===== src/rtl/seg7_pkg.sv =====
// -----------------------------------------------------------------------------
// seg7_pkg
// Shared constants for the seven-segment scan driver:
//   - SEG_W      : number of segment lines (a..g)
//   - SEG_BLANK  : all segments dark (active-low)
//   - GLYPH_0..F : active-low glyphs, bit 6 = a .. bit 0 = g
//   - idx_width(): width of the digit scan index for a given digit count
// Optional feature macro used by the driver: SEG7_LEADING_ZERO_BLANK_EN
// -----------------------------------------------------------------------------
package seg7_pkg;

    localparam int SEG_W = 7;

    localparam logic [SEG_W-1:0] SEG_BLANK = 7'h7F;

    localparam logic [SEG_W-1:0] GLYPH_0 = 7'b0000001;
    localparam logic [SEG_W-1:0] GLYPH_1 = 7'b1001111;
    localparam logic [SEG_W-1:0] GLYPH_2 = 7'b0010010;
    localparam logic [SEG_W-1:0] GLYPH_3 = 7'b0000110;
    localparam logic [SEG_W-1:0] GLYPH_4 = 7'b1001100;
    localparam logic [SEG_W-1:0] GLYPH_5 = 7'b0100100;
    localparam logic [SEG_W-1:0] GLYPH_6 = 7'b0100000;
    localparam logic [SEG_W-1:0] GLYPH_7 = 7'b0001111;
    localparam logic [SEG_W-1:0] GLYPH_8 = 7'b0000000;
    localparam logic [SEG_W-1:0] GLYPH_9 = 7'b0000100;
    localparam logic [SEG_W-1:0] GLYPH_A = 7'b0001000;
    localparam logic [SEG_W-1:0] GLYPH_B = 7'b1100000;
    localparam logic [SEG_W-1:0] GLYPH_C = 7'b0110001;
    localparam logic [SEG_W-1:0] GLYPH_D = 7'b1000010;
    localparam logic [SEG_W-1:0] GLYPH_E = 7'b0110000;
    localparam logic [SEG_W-1:0] GLYPH_F = 7'b0111000;

    // A single digit still needs a 1-bit index so the counter is never zero-width.
    function automatic int idx_width(input int n);
        return (n <= 1) ? 1 : $clog2(n);
    endfunction

endpackage


===== src/rtl/seg7_glyph_rom.sv =====
// -----------------------------------------------------------------------------
// seg7_glyph_rom
// Combinational 4-bit nibble to active-low 7-segment glyph lookup.
// Parameters:
//   HEX_MODE : 1 = nibbles 10..15 show A,b,C,d,E,F; 0 = they show blank
// Ports:
//   nibble_i : value to display
//   seg_n_o  : active-low segments, bit 6 = a .. bit 0 = g
// -----------------------------------------------------------------------------
module seg7_glyph_rom
    import seg7_pkg::*;
#(
    parameter int HEX_MODE = 1
) (
    input  logic [3:0]       nibble_i,
    output logic [SEG_W-1:0] seg_n_o
);

    localparam bit HEX_ON = (HEX_MODE != 0);

    // Nibble to glyph lookup; letters collapse to blank when hex is disabled.
    always_comb begin
        seg_n_o = SEG_BLANK;
        case (nibble_i)
            4'h0:    seg_n_o = GLYPH_0;
            4'h1:    seg_n_o = GLYPH_1;
            4'h2:    seg_n_o = GLYPH_2;
            4'h3:    seg_n_o = GLYPH_3;
            4'h4:    seg_n_o = GLYPH_4;
            4'h5:    seg_n_o = GLYPH_5;
            4'h6:    seg_n_o = GLYPH_6;
            4'h7:    seg_n_o = GLYPH_7;
            4'h8:    seg_n_o = GLYPH_8;
            4'h9:    seg_n_o = GLYPH_9;
            4'hA:    seg_n_o = HEX_ON ? GLYPH_A : SEG_BLANK;
            4'hB:    seg_n_o = HEX_ON ? GLYPH_B : SEG_BLANK;
            4'hC:    seg_n_o = HEX_ON ? GLYPH_C : SEG_BLANK;
            4'hD:    seg_n_o = HEX_ON ? GLYPH_D : SEG_BLANK;
            4'hE:    seg_n_o = HEX_ON ? GLYPH_E : SEG_BLANK;
            4'hF:    seg_n_o = HEX_ON ? GLYPH_F : SEG_BLANK;
            default: seg_n_o = SEG_BLANK;
        endcase
    end

endmodule


===== src/rtl/seg7_scan_driver.sv =====
// -----------------------------------------------------------------------------
// seg7_scan_driver
// Time-multiplexed driver for an N-digit common-anode seven-segment display.
// A prescaler defines digit slots of CLK_DIV clocks; the scan index steps one
// digit per slot. New values are captured into a shadow register on `load` and
// only copied into the displayed register at the frame wrap, so a frame never
// mixes old and new digits.
//
// Parameters: NUM_DIGITS (1..8), CLK_DIV (>=2), HEX_MODE (1 = show A..F).
// Optional feature macro: SEG7_LEADING_ZERO_BLANK_EN
//   defined   -> leading zero digits (from the top digit downward, never digit 0)
//                are blanked; their decimal point is still shown.
//   undefined -> every digit is decoded as-is.
//
// Ports:
//   clk, rst_n  : clock, asynchronous active-low reset
//   load        : one-cycle strobe capturing data_in/dp_in
//   data_in     : 4 bits per digit, digit 0 in the low nibble
//   dp_in       : decimal point per digit, 1 = lit
//   en          : 1 = display on, 0 = all dark (scan keeps running)
//   seg_n, dp_n : active-low segment and decimal point lines
//   dig_n       : active-low one-cold digit enables
//   pending     : shadow holds data not yet shown
//   frame_done  : one-cycle pulse in the cycle after each frame wrap, aligned
//                 with the scan index returning to digit 0
// -----------------------------------------------------------------------------
module seg7_scan_driver
    import seg7_pkg::*;
#(
    parameter int NUM_DIGITS = 4,
    parameter int CLK_DIV    = 50000,
    parameter int HEX_MODE   = 1
) (
    input  logic                    clk,
    input  logic                    rst_n,
    input  logic                    load,
    input  logic [4*NUM_DIGITS-1:0] data_in,
    input  logic [NUM_DIGITS-1:0]   dp_in,
    input  logic                    en,
    output logic [SEG_W-1:0]        seg_n,
    output logic                    dp_n,
    output logic [NUM_DIGITS-1:0]   dig_n,
    output logic                    pending,
    output logic                    frame_done
);

    localparam int IDX_W  = idx_width(NUM_DIGITS);
    localparam int PRE_W  = $clog2(CLK_DIV);
    localparam int DATA_W = 4 * NUM_DIGITS;

    localparam logic [PRE_W-1:0] PRE_MAX = PRE_W'(CLK_DIV - 1);
    localparam logic [IDX_W-1:0] IDX_MAX = IDX_W'(NUM_DIGITS - 1);

    logic [PRE_W-1:0]      presc_q,      presc_d;
    logic [IDX_W-1:0]      idx_q,        idx_d;
    logic [DATA_W-1:0]     shadow_q,     shadow_d;
    logic [NUM_DIGITS-1:0] shadow_dp_q,  shadow_dp_d;
    logic [DATA_W-1:0]     disp_q,       disp_d;
    logic [NUM_DIGITS-1:0] disp_dp_q,    disp_dp_d;
    logic                  pending_q,    pending_d;
    logic [SEG_W-1:0]      seg_n_q,      seg_n_d;
    logic                  dp_n_q,       dp_n_d;
    logic [NUM_DIGITS-1:0] dig_n_q,      dig_n_d;
    logic                  frame_done_q, frame_done_d;

    logic                  tick_s;
    logic                  wrap_s;
    logic [NUM_DIGITS-1:0] sel_s;
    logic [3:0]            nib_s;
    logic                  dp_sel_s;
    logic                  blank_sel_s;
    logic [NUM_DIGITS-1:0] lz_mask_s;
    logic [SEG_W-1:0]      glyph_s;

    // Prescaler and scan index; a wrap is the last slot's last clock.
    always_comb begin
        tick_s = (presc_q == PRE_MAX);
        wrap_s = tick_s && (idx_q == IDX_MAX);
        if (tick_s) begin
            presc_d = '0;
        end else begin
            presc_d = presc_q + PRE_W'(1);
        end
        if (!tick_s) begin
            idx_d = idx_q;
        end else if (idx_q == IDX_MAX) begin
            idx_d = '0;
        end else begin
            idx_d = idx_q + IDX_W'(1);
        end
    end

    // Shadow capture and commit; a load on the wrap cycle goes straight to display.
    always_comb begin
        shadow_d    = shadow_q;
        shadow_dp_d = shadow_dp_q;
        disp_d      = disp_q;
        disp_dp_d   = disp_dp_q;
        pending_d   = pending_q;
        if (load) begin
            shadow_d    = data_in;
            shadow_dp_d = dp_in;
            if (wrap_s) begin
                disp_d    = data_in;
                disp_dp_d = dp_in;
                pending_d = 1'b0;
            end else begin
                pending_d = 1'b1;
            end
        end else if (wrap_s && pending_q) begin
            disp_d    = shadow_q;
            disp_dp_d = shadow_dp_q;
            pending_d = 1'b0;
        end else begin
            pending_d = pending_q;
        end
    end

`ifdef SEG7_LEADING_ZERO_BLANK_EN
    logic lz_run_s;

    // Walk down from the top digit; a digit is blank while every digit above it is zero too.
    always_comb begin
        lz_run_s  = 1'b1;
        lz_mask_s = '0;
        for (int i = NUM_DIGITS - 1; i >= 1; i--) begin
            lz_run_s     = lz_run_s & (disp_q[4*i +: 4] == 4'h0);
            lz_mask_s[i] = lz_run_s;
        end
    end
`else
    assign lz_mask_s = '0;
`endif

    // One-hot select of the current digit, then AND-OR mux of nibble, dp and blank flag.
    always_comb begin
        nib_s       = 4'h0;
        dp_sel_s    = 1'b0;
        blank_sel_s = 1'b0;
        for (int i = 0; i < NUM_DIGITS; i++) begin
            sel_s[i]    = (idx_q == IDX_W'(i));
            nib_s       = nib_s | ({4{sel_s[i]}} & disp_q[4*i +: 4]);
            dp_sel_s    = dp_sel_s | (sel_s[i] & disp_dp_q[i]);
            blank_sel_s = blank_sel_s | (sel_s[i] & lz_mask_s[i]);
        end
    end

    seg7_glyph_rom #(
        .HEX_MODE (HEX_MODE)
    ) u_glyph_rom (
        .nibble_i (nib_s),
        .seg_n_o  (glyph_s)
    );

    // Next value of the registered pin drivers; en=0 darkens everything.
    always_comb begin
        seg_n_d      = (en && !blank_sel_s) ? glyph_s : SEG_BLANK;
        dp_n_d       = ~(en & dp_sel_s);
        frame_done_d = wrap_s;
        for (int i = 0; i < NUM_DIGITS; i++) begin
            dig_n_d[i] = ~(en & sel_s[i]);
        end
    end

    // State and output registers.
    always_ff @(posedge clk or negedge rst_n) begin
        if (!rst_n) begin
            presc_q      <= '0;
            idx_q        <= '0;
            shadow_q     <= '0;
            shadow_dp_q  <= '0;
            disp_q       <= '0;
            disp_dp_q    <= '0;
            pending_q    <= 1'b0;
            seg_n_q      <= SEG_BLANK;
            dp_n_q       <= 1'b1;
            dig_n_q      <= '1;
            frame_done_q <= 1'b0;
        end else begin
            presc_q      <= presc_d;
            idx_q        <= idx_d;
            shadow_q     <= shadow_d;
            shadow_dp_q  <= shadow_dp_d;
            disp_q       <= disp_d;
            disp_dp_q    <= disp_dp_d;
            pending_q    <= pending_d;
            seg_n_q      <= seg_n_d;
            dp_n_q       <= dp_n_d;
            dig_n_q      <= dig_n_d;
            frame_done_q <= frame_done_d;
        end
    end

    assign seg_n      = seg_n_q;
    assign dp_n       = dp_n_q;
    assign dig_n      = dig_n_q;
    assign pending    = pending_q;
    assign frame_done = frame_done_q;

endmodule


===== config.mk =====
export PLATFORM = sky130hd
export DESIGN_NAME = seg7_scan_driver
export DESIGN_NICKNAME = d
export VERILOG_FILES = /design/src/rtl/seg7_pkg.sv /design/src/rtl/seg7_glyph_rom.sv /design/src/rtl/seg7_scan_driver.sv
export SDC_FILE = /design/constraint.sdc
export NUM_CORES = 1
export LEC_CHECK = 0
export CORE_MARGIN = 2
export CORE_UTILIZATION = 50
export CTS_CLUSTER_SIZE = 10
export DETAILED_ROUTE_END_ITERATION = 8
export GPL_ROUTABILITY_DRIVEN = 0
export HOLD_SLACK_MARGIN = 0.03
export PLACE_DENSITY = 0.77
export RECOVER_POWER = 25
export SLEW_MARGIN = 20
export SYNTH_ARGS = -nofsm -noshare
export SYNTH_HDL_FRONTEND = slang
export SYNTH_SLANG_ARGS = --single-unit

===== constraint.sdc =====
create_clock -name clk -period 2.13 [get_ports clk]
set_clock_uncertainty 0.1 [all_clocks]
set_input_delay 0.426 -clock clk [delete_from_list [all_inputs] [get_ports clk]]
set_output_delay 0.426 -clock clk [all_outputs]
set_load 0.02 [all_outputs]

==> flow_metrics.env <==
export IMPL_initial_utilization=0.514
export IMPL_setup_viol_count_final=0
export IMPL_worst_endpoint_required_ns=2.27
export IMPL_vias_per_cell=5.46
export IMPL_fraction_of_post_synthesis_cell_area_in_the_top_cell_type_by_area=0.466
export IMPL_rsz0062_at_grt="false"
export IMPL_grt_ovfl_total=0
export IMPL_antenna_found_initial=0
export IMPL_numCtsBuffers=9
export IMPL_max_cap_violations=0
export IMPL_clock_fmax_mhz=494
export IMPL_cts_num_sinks=72
export IMPL_synth_cells=243
export IMPL_rows=29
export IMPL_crit_share_post_route=0.950
export IMPL_seqCellArea_sq_um=1820
export IMPL_n_fill_cell=469
export IMPL_io_buffers=37
export IMPL_drv_slew=0
export IMPL_synthesis_area_per_instance_sq_um=13.3
export IMPL_max_vdd_ir_drop_mv=0.405
export IMPL_postSynthRegisterBits=72
export IMPL_finalSetupTns_ns=0
export IMPL_number_of_drc_markers_after_the_initial_detailed_route_iteration=119
export IMPL_post_route_util=0.641
export IMPL_tritoncts="yes"
export IMPL_total_setup_buffers_inserted_after_cts=0
export IMPL_cts_htree_levels=3
export IMPL_grt_max_degree=40
export IMPL_p_leak_nw=1.79
export IMPL_dp_hpwl_um=4300
export IMPL_status="complete, no violations"
export IMPL_first_pass_grt_wire_length_um=10300
export IMPL_number_of_global_route_vias_before_repair=2201
export IMPL_synth_fp_nets=278
export IMPL_pre_cts_ws_ns=0.0500
export IMPL_synth_lib_cells_used_distinct=41
export IMPL_multi_input_comb_area_sq_um=1350
export IMPL_slew_headroom=0.381
export IMPL_synth_area_leader_cell="dfrtp_1"
export IMPL_grtUsageTotal=0.184
export IMPL_routedWlPerCell_um=15.7
export IMPL_drive_gt1_frac=0.325
export IMPL_die_height_um=84.3
export IMPL_boundaryPins=38
export IMPL_period_needed_ns=2.02
export IMPL_via_count=2084
export IMPL_placeable_area_sq_um=6280
export IMPL_ys_seq_area_frac=0.563
export IMPL_drtPass1Iterations=4
export IMPL_worst_setup_hold_path_clk_slew_ns=0.07
export IMPL_area_growth_syn_to_layout_pct=24.8
export IMPL_cts_root_to_sink_buffers=2
export IMPL_worstMarginPinSlew_ns=0.928
export IMPL_post_synth_instance_area_sq_um=3220
export IMPL_post_synth_most_frequent_cells="dfrtp_1 (60), mux2_2 (42), nand2_1 (15), dfstp_2 (12), nor2_1 (12)"
export IMPL_area_of_the_die_sq_um=7110
export IMPL_synth_warnings=0
export IMPL_yosys_cell_count_top_type="dfrtp_1"
export IMPL_final_antenna_net_count=0
export IMPL_path_max_fanout=5
export IMPL_die_w_um=84.3
export IMPL_synth_edf_count=0
export IMPL_setup_worst_path_class="flop to flop"
export IMPL_finalWorstSetupSlack_ns=0.106
export IMPL_crit_path_end_kind="flop"
export IMPL_synth_top_flop_cell="dfrtp_1"
export IMPL_asyncSetResetFlopFracSynth=1.00
export IMPL_critPathLaunchType="flop"
export IMPL_synthTopCellsByArea="dfrtp_1 (47%), mux2_2 (15%), dfstp_2 (9.8%)"
export IMPL_routed_wl_um=6000
export IMPL_insertedDiodeCount=0
export IMPL_drt_drc_violations_left=0
export IMPL_clkLatencyLatePin_ns=0.33
export IMPL_cts_root_buf="clkbuf_8"
export IMPL_pwr_density_cell_nw_per_um2=685
export IMPL_finalNetCount=335
export IMPL_hold_violations=0
export IMPL_holdCritPathClass="flop to flop"
export IMPL_cp_arrival_ns=2.17
through the flow:
| step | power [mW] | hold slack [ns] | area, sq um | instances |
|---|---|---|---|---|
| 3_3_place_gp | 1.62 | 0.336 | 3790 | 365 |
| 2_1_floorplan | 1.52 | 0.0304 | 3240 | 243 |
| 5_1_grt | 2.86 | 0.402 | 4030 | 382 |
| 4_1_cts | 2.79 | 0.372 | 4010 | 382 |
| 3_5_place_dp | 1.62 | 0.352 | 3790 | 365 |
| 6_report | 2.76 | 0.367 | 4030 | 382 |
what timing repair did:
item                                   4_1_cts  5_1_grt
setup endpoints to repair                    0        7
endpoints found under the hold margin       18        0
resized for setup                            0        6
hold buffers                                 1        0
logic make-up (layout without fill, tap and decap cells):
family	after synthesis	in the layout	synth area share
compound gates	25	25	0.0679
simple gates	60	60	0.110
xor+xnor	10	10	0.0272
fa+ha+maj	11	11	0.0427
buf+inv	18	80	0.0268
mux	47	47	0.162
flops	72	72	0.563
area by class of cell:
cell class,instances,area share
Inverter,8,0.00746
Sequential cell,72,0.451
Multi-Input combinational cell,153,0.336
Timing Repair Buffer,56,0.128
Clock buffer,13,0.0370
Tap cell,77,0.0239
Clock inverter,3,0.0162
path summary, 6_finish.rpt:
| path | cells after the start | slack (ns) | end | start |
|---|---|---|---|---|
| min in group asynchronous | 3 | 0.72 | presc_q[13]$_DFF_PN0_ | rst_n |
| max | 7 | 0.11 | seg_n[4]$_DFF_PN1_ | idx_q[0]$_DFFE_PN0N_ |
| max in group asynchronous | 3 | 0.57 | disp_q[8]$_DFFE_PN0P_ | rst_n |
| min | 1 | 0.37 | presc_q[0]$_DFF_PN0_ | presc_q[0]$_DFF_PN0_ |
| min reg2reg | 1 | 0.37 | presc_q[0]$_DFF_PN0_ | presc_q[0]$_DFF_PN0_ |
| max reg2reg | 7 | 0.11 | seg_n[4]$_DFF_PN1_ | idx_q[0]$_DFFE_PN0N_ |
critical path: stages, from the launching register on:
cell,delay (ns)
dfrtp_1,0.39
inv_1,0.09
ha_2,0.22
a22o_1,0.26
a221oi_4,0.20
inv_1,0.11
ha_1,0.26
o311ai_1,0.29
power breakdown:
part / switching, mW / internal [mW]
Sequential: 0.00986 / 1.42
Combinational: 0.0753 / 0.0887
Clock: 0.473 / 0.692
registers in the layout, summed over array words and instances, names as in the netlist:
signal and cells:
dig_n 4, disp_dp_q 4, disp_q 16, dp_n 1, frame_done 1, idx_q 2
pending 1, presc_q 16, seg_n 7, shadow_dp_q 4, shadow_q 16
cells in the final DEF, fill, tap and decap left out, types with 2 or more instances in the layout:
cell type         n
xnor2_1           7
clkdlybuf4s50_1  35
clkbuf_2          2
bufinv_16         2
dfrtp_1          60
ha_1              9
nand2_1          14
a22o_1            4
a32oi_1           2
dlygate4sd3_1     2
clkbuf_8         10
and2_1            7
o21ai_0           3
and3_1            3
a22oi_1           2
a22oi_2           2
o211ai_1          4
inv_1             8
ha_2              2
mux2i_1           5
xor2_1            3
nor3_1            2
and4bb_2          2
nand3_1           7
nor2_1           12
a221oi_4          2
dfstp_2          12
buf_4            15
o311ai_1          2
clkbuf_1          4
mux2_2           42
nand4_1           3
per-layer routing:
metal  track usage  up-vias  share of wire
met3        0.0374       12          0.034
met2         0.286       43           0.47
met5             0        -              0
met1         0.251     1045           0.48
met4        0.0806        0          0.017
li1              -      984              -
Power figures use the tool's default switching activity.
